[src/rtl/alu_pkg.sv]
// Shared definitions for the ALU request scheduler: opcode encodings,
// flag bit positions inside the ALU uo_out byte, scheduler FSM states
// and the opcode legality check.
package alu_pkg;

    localparam logic [3:0] OP_ADD       = 4'h0;
    localparam logic [3:0] OP_SUB       = 4'h1;
    localparam logic [3:0] OP_AND       = 4'h2;
    localparam logic [3:0] OP_OR        = 4'h3;
    localparam logic [3:0] OP_XOR       = 4'h4;
    localparam logic [3:0] OP_SHL       = 4'h5;
    localparam logic [3:0] OP_SHR       = 4'h6;
    localparam logic [3:0] OP_PASS_B    = 4'h7;
    localparam logic [3:0] OP_REG_WRITE = 4'h8;
    localparam logic [3:0] OP_REG_READ  = 4'h9;
    localparam logic [3:0] OP_ADD_REG   = 4'hA;
    localparam logic [3:0] OP_SUB_REG   = 4'hB;

    // Flag positions in uo_out / rsp_data: {Z,N,V,C,result[3:0]}
    localparam int unsigned FLAG_Z = 7;
    localparam int unsigned FLAG_N = 6;
    localparam int unsigned FLAG_V = 5;
    localparam int unsigned FLAG_C = 4;

    typedef enum logic [1:0] {
        ST_IDLE = 2'd0,
        ST_EXEC = 2'd1,
        ST_RESP = 2'd2
    } state_t;

    // Legal opcodes are 0000-1011; 11xx is rejected.
    function automatic logic is_legal_op(input logic [3:0] op);
        return (op[3:2] != 2'b11);
    endfunction

endpackage

[src/rtl/alu_rr_arbiter.sv]
// Round-robin arbiter.
//   req        in   NUM_REQ  request vector
//   ptr        in   ID_W     index of the last granted requester
//   grant      out  NUM_REQ  one-hot grant (zero when no request)
//   grant_idx  out  ID_W     index of the granted requester
//   grant_any  out  1        at least one request present
// Search begins at ptr+1 (wrapping) so the last winner has lowest priority.
module alu_rr_arbiter #(
    parameter int unsigned NUM_REQ = 2,
    parameter int unsigned ID_W    = 1
) (
    input  logic [NUM_REQ-1:0] req,
    input  logic [ID_W-1:0]    ptr,
    output logic [NUM_REQ-1:0] grant,
    output logic [ID_W-1:0]    grant_idx,
    output logic               grant_any
);

    logic [ID_W:0]   sum;
    logic [ID_W-1:0] idx;

    always_comb begin
        grant     = '0;
        grant_idx = '0;
        grant_any = 1'b0;
        sum       = '0;
        idx       = '0;
        for (int unsigned k = 0; k < NUM_REQ; k++) begin
            // (ptr + 1 + k) mod NUM_REQ; one conditional subtract suffices
            sum = {1'b0, ptr} + (ID_W+1)'(k + 1);
            if (sum >= (ID_W+1)'(NUM_REQ))
                sum = sum - (ID_W+1)'(NUM_REQ);
            idx = sum[ID_W-1:0];
            if (!grant_any && req[idx]) begin
                grant_any      = 1'b1;
                grant[idx]     = 1'b1;
                grant_idx      = idx;
            end
        end
    end

endmodule

[src/rtl/alu_req_scheduler.sv]
// Shares one 4-bit ALU between NUM_REQ requesters: round-robin grant,
// one operation in flight, ALU inputs held ALU_LAT cycles, result+flags
// returned on a valid/ready response channel.
//   clk, rst                    clock, async active-high reset
//   req_valid/req_ready         per-requester handshake (ready one-hot)
//   req_op/req_a/req_b          packed per-requester operands (4 bits each)
//   rsp_valid/rsp_ready         response handshake
//   rsp_id/rsp_data/rsp_err     owner, {Z,N,V,C,result}, illegal-op flag
//   busy                        high whenever not IDLE
//   alu_ui_in/alu_uio/alu_uo_out  ALU pins ({B,A}, {0,op}, result)
module alu_req_scheduler
    import alu_pkg::*;
#(
    parameter int unsigned NUM_REQ = 2,
    parameter int unsigned ID_W    = 1,
    parameter int unsigned ALU_LAT = 2,
    parameter logic [3:0]  IDLE_OP = 4'b0111
) (
    input  logic                 clk,
    input  logic                 rst,
    input  logic [NUM_REQ-1:0]   req_valid,
    output logic [NUM_REQ-1:0]   req_ready,
    input  logic [4*NUM_REQ-1:0] req_op,
    input  logic [4*NUM_REQ-1:0] req_a,
    input  logic [4*NUM_REQ-1:0] req_b,
    output logic                 rsp_valid,
    input  logic                 rsp_ready,
    output logic [ID_W-1:0]      rsp_id,
    output logic [7:0]           rsp_data,
    output logic                 rsp_err,
    output logic                 busy,
    output logic [7:0]           alu_ui_in,
    output logic [7:0]           alu_uio,
    input  logic [7:0]           alu_uo_out
);

    localparam int unsigned CNT_W = $clog2(ALU_LAT + 1);

    state_t             state, state_nxt;
    logic [NUM_REQ-1:0] grant;
    logic [ID_W-1:0]    grant_idx;
    logic               grant_any;
    logic [ID_W-1:0]    rr_ptr;
    logic [CNT_W-1:0]   cnt;
    logic [3:0]         op_q, a_q, b_q;

    logic [3:0] op_arr [NUM_REQ];
    logic [3:0] a_arr  [NUM_REQ];
    logic [3:0] b_arr  [NUM_REQ];
    logic [3:0] sel_op, sel_a, sel_b;
    logic       sel_legal;

    for (genvar g = 0; g < NUM_REQ; g++) begin : g_unpack
        assign op_arr[g] = req_op[4*g +: 4];
        assign a_arr[g]  = req_a[4*g +: 4];
        assign b_arr[g]  = req_b[4*g +: 4];
    end

    assign sel_op    = op_arr[grant_idx];
    assign sel_a     = a_arr[grant_idx];
    assign sel_b     = b_arr[grant_idx];
    assign sel_legal = is_legal_op(sel_op);

    alu_rr_arbiter #(
        .NUM_REQ (NUM_REQ),
        .ID_W    (ID_W)
    ) u_arb (
        .req       (req_valid),
        .ptr       (rr_ptr),
        .grant     (grant),
        .grant_idx (grant_idx),
        .grant_any (grant_any)
    );

    always_comb begin
        state_nxt = state;
        req_ready = '0;
        unique case (state)
            ST_IDLE: begin
                if (grant_any) begin
                    req_ready = grant;
                    // Illegal ops bypass the ALU entirely.
                    state_nxt = sel_legal ? ST_EXEC : ST_RESP;
                end
            end
            ST_EXEC: begin
                if (cnt == CNT_W'(1))
                    state_nxt = ST_RESP;
            end
            ST_RESP: begin
                if (rsp_ready)
                    state_nxt = ST_IDLE;
            end
            default: state_nxt = ST_IDLE;
        endcase
    end

    // Outside EXEC the ALU sees PASS_B with zero operands, which never
    // touches its register file.
    assign busy      = (state != ST_IDLE);
    assign rsp_valid = (state == ST_RESP);
    assign alu_ui_in = (state == ST_EXEC) ? {b_q, a_q} : 8'h00;
    assign alu_uio   = (state == ST_EXEC) ? {4'b0000, op_q} : {4'b0000, IDLE_OP};

    always_ff @(posedge clk or posedge rst) begin
        if (rst) begin
            state    <= ST_IDLE;
            rr_ptr   <= '0;
            cnt      <= '0;
            op_q     <= '0;
            a_q      <= '0;
            b_q      <= '0;
            rsp_id   <= '0;
            rsp_data <= '0;
            rsp_err  <= 1'b0;
        end else begin
            state <= state_nxt;
            case (state)
                ST_IDLE: begin
                    if (grant_any) begin
                        op_q    <= sel_op;
                        a_q     <= sel_a;
                        b_q     <= sel_b;
                        rsp_id  <= grant_idx;
                        rr_ptr  <= grant_idx;
                        cnt     <= CNT_W'(ALU_LAT);
                        rsp_err <= ~sel_legal;
                        if (!sel_legal)
                            rsp_data <= '0;
                    end
                end
                ST_EXEC: begin
                    cnt <= cnt - CNT_W'(1);
                    if (cnt == CNT_W'(1))
                        rsp_data <= alu_uo_out;
                end
                default: ;
            endcase
        end
    end

endmodule

[config.mk]
export PLATFORM = sky130hd
export DESIGN_NAME = alu_req_scheduler
export DESIGN_NICKNAME = d
export VERILOG_FILES = /design/src/rtl/alu_pkg.sv /design/src/rtl/alu_rr_arbiter.sv /design/src/rtl/alu_req_scheduler.sv
export SDC_FILE = /design/constraint.sdc
export NUM_CORES = 1
export LEC_CHECK = 0
export CAP_MARGIN = 20
export CORE_AREA = 2 2 78 50
export DETAILED_ROUTE_END_ITERATION = 12
export DIE_AREA = 0 0 80 52
export GPL_TIMING_DRIVEN = 0
export PLACE_DENSITY = 0.77
export SLEW_MARGIN = 20
export SYNTH_ARGS = -nofsm -noshare
export SYNTH_HDL_FRONTEND = slang
export SYNTH_HIERARCHICAL = 1
export SYNTH_SLANG_ARGS = --single-unit
[constraint.sdc]
create_clock -name clk -period 1.7 [get_ports clk]
set_input_delay 0.34 -clock clk [delete_from_list [all_inputs] [get_ports clk]]
set_output_delay 0.34 -clock clk [all_outputs]
set_load 0.005 [all_outputs]
==> key figures <==
Job
  • Max Cap Violations: 0

STA
  • RSZ-0062 raised after global routing: true
  • Final Skew: 0.00708 ns
  • TNS Setup: -1.35 ns
  • Tmin final: 1.83 ns
  • Max Slew Vio Count: 0
  • Tcrit/Tclk final: 108%
  • Slew margin rel.: 38.1%
  • Peak Freq: 547 MHz
  • Worst Tran Pin Value: 0.923 ns
  • Setup WS post-layout: -0.128 ns
  • Final Hold Viols: 0
  • # setup viols final: 19

Synthesis
  • Seq/Total Area, Yosys: 50.0%
  • YS warnings: 6
  • Avg Cell Area, Syn: 10.3 um^2
  • Synth area leaders: dfrtp_1 (50%), mux2i_1 (10%), a22o_1 (5.4%)
  • Post-synth top area cell: dfrtp_1
  • Post-synth cell types: 29
  • Post-Syn Area: 1300 um^2
  • Main synth FF type: dfrtp_1
  • Ys async rst share: 100%
  • Count leader, synth: dfrtp_1
  • Post-synth EDFFs: 0
  • Syn Inst Count: 126
  • Top cells by count, synth: dfrtp_1 (26), nor2_1 (15), mux2i_1 (13)
  • Synth top area share: 50.0%
  • Yosys reg bits: 26

Setup path
  • Worst stage delay on the critical path: 0.43 ns
  • Nature of the critical path endpoint: output port
  • Worst path arrival time: 1.49 ns
  • Crit path launch type: flop
  • Reg2reg start: state[0]
  • CP cell instances: buf_6 > nor3b_4 > buf_6 > buf_6 > and2_4 > buf_6
  • Crit path from: state[0]
  • Crit Path Class: reg2out
  • Worst Path Required: 1.36 ns
  • Slowest-stage cell, CP: dfrtp_2
  • WP buf/inv: 4
  • Crit-path leading delay family: flip-flops
  • CP max FO: 2
  • Cell mode on critical path: buf_6

Pwr
  • Internal power: 2.58 mW
  • Part of the power in the clock network: 13.4%
  • PD cells: 1680 nW/um^2
  • Peak supply drop: 0.771 mV
  • Leak: 1.06 nW
  • Net switching power: 1.29 mW
  • Switching share of power: 33.3%
  • Comb pwr share: 58.3%
  • Total power: 3.87 mW
  • Sequential share of power: 28.3%

CTS
  • Clock sink total: 26
  • H-tree levels: 1
  • CTS Buf Count: 3
  • Root Buffer: clkbuf_8
  • Clock tree buffer depth: 2
  • Hold Buf Count CTS: 0
  • CTS clk-pin slew, worst paths: 0.09 ns
  • Skew-Pair Late Insertion Delay: 0.28 ns
  • CTS tree: done

Place
  • Dpl cell area: 1990 um^2
  • PortBufs: 62
  • Cells after DPL: 238
  • Hpwl dp: 2580 um
  • Routability congestion estimate: 0.744

Global routing
  • GRT Resource Usage Total: 20.0%
  • Pin count of the biggest net entering global routing: 27
  • Vias in the first global route: 1267
  • Initial antenna violation count: 0
  • First-pass GRT wire length: 6110 um
  • GRT overflow: 0

Route
  • Met1 wire length: 1830 um
  • WL met2: 1800 um
  • WL/cell: 15.0 um
  • Initial DRC Count: 83
  • DRC errors left: 0
  • Total number of vias: 1242
  • Antenna-violating nets left: 0
  • Top layer used by detailed routing: met4
  • Via density: 4.74
  • Detailed Route WL: 3920 um
  • DRT Pass-1 Iters: 4
  • Met3 wire length: 235 um

Final layout
  • Synth-to-layout area growth: 77.3%
  • Layout cells sized above 1: 30.7%
  • Fillcell total: 288
  • Non-Filler Instances: 262
  • N_diodes: 0
  • Fin area: 2310 um^2
  • Final nets: 254

Die
  • Die H: 52 um
  • Die ar.: 4160 um^2
  • Rows: 17
  • Initial Utilization: 37.3%
  • Core ar.: 3490 um^2
  • Io pins: 67
  • Horiz. Die Dim: 80 um

Hold path
  • Worst hold path class: in2async

Run status
  • Failing checks: negative setup slack
  • Status: finished, violations left
[through the flow]
| stage | hold slack (ns) | utilization [%] | worst slack (ns) |
|---|---|---|---|
| 3_3_place_gp | 0.472 | 57.1 | -0.768 |
| 3_5_place_dp | 0.489 | 57.1 | -0.888 |
| 6_report | 0.448 | 66.2 | -0.128 |
| 4_1_cts | 0.512 | 63.2 | -0.223 |
| 5_1_grt | 0.516 | 66.2 | -0.181 |
| 2_1_floorplan | 0.380 | - | 0.0745 |
[power by group through the flow]
stage                     Clock, mW  Sequential, mW  Combinational, mW
after floorplan                   0            1.06              0.847
after global placement            0            1.07               1.64
after detailed placement          0            1.09               1.69
after CTS                     0.536            1.10               1.97
after global routing          0.554            1.13               2.44
final                         0.517            1.10               2.26
[cell type report]
cell class,count,area [um^2],area share (%)
buffer,10,77.6,3.36
clock inverter,1,30.0,1.30
multi-input combinational,88,647,28.0
timing repair buffer,82,781,33.8
clock buffer,3,41.3,1.79
sequential,26,653,28.3
tap,47,58.8,2.55
inverter,5,21.3,0.921
[cell families after synthesis]
| logic type | synth area share, % |
|---|---|
| compound gates | 15.3 |
| fa+ha+maj | 0.960 |
| flops | 50.0 |
| buf+inv | 7.20 |
| simple gates | 15.5 |
| mux | 10.9 |
| other cells | 0.288 |
[state kept, by name, summed over array words and instances (netlist names)]
signal and count:
rsp_data 8, cnt 2, state 2, rsp_err 1, b_q 4, rr_ptr 1, op_q 4, a_q 4
[metal layers]
layer	vias to the layer above	GRT usage, %
met5	-	0
met4	0	5.08
met2	54	32.5
li1	605	-
met3	6	6.25
met1	577	26.2
[final timing paths]
path / to / slack (ns) / cells after the start
min in group clk: cnt[0] / 0.51 / 1
worst min-delay path: rsp_data[6] / 0.45 / 2
max in group asynchronous: state[1] / 0.79 / 2
worst max register to register: rsp_data[2] / -0.08 / 7
worst max-delay path: req_ready[1] / -0.13 / 6
worst min register to register: cnt[0] / 0.51 / 1
[placed cells by master, fill, tap and decap left out, types with 2 or more instances in the layout]
master and count:
a21boi_1 2, a21oi_1 12, a22o_1 8, and2_1 6, and2_4 5, buf_2 3, buf_4 14, buf_6 18
clkbuf_2 6, clkbuf_8 3, clkdlybuf4s15_1 4, clkdlybuf4s50_1 44, conb_1 4, dfrtp_1 24, dfrtp_2 2, inv_1 3
mux2i_1 12, nand3_1 2, nor2_1 14, nor2_4 2, o21ai_0 3, or2_4 5
[what timing repair did]
item                       in CTS  in global routing
setup endpoints to repair      37                 34
resized for setup              58                 35
pin swaps                      13                  6
hold endpoints to repair        0                  0
cloned                          2                  0
buffers inserted               13                  7
No activity file was read; power rests on OpenSTA's default activity.
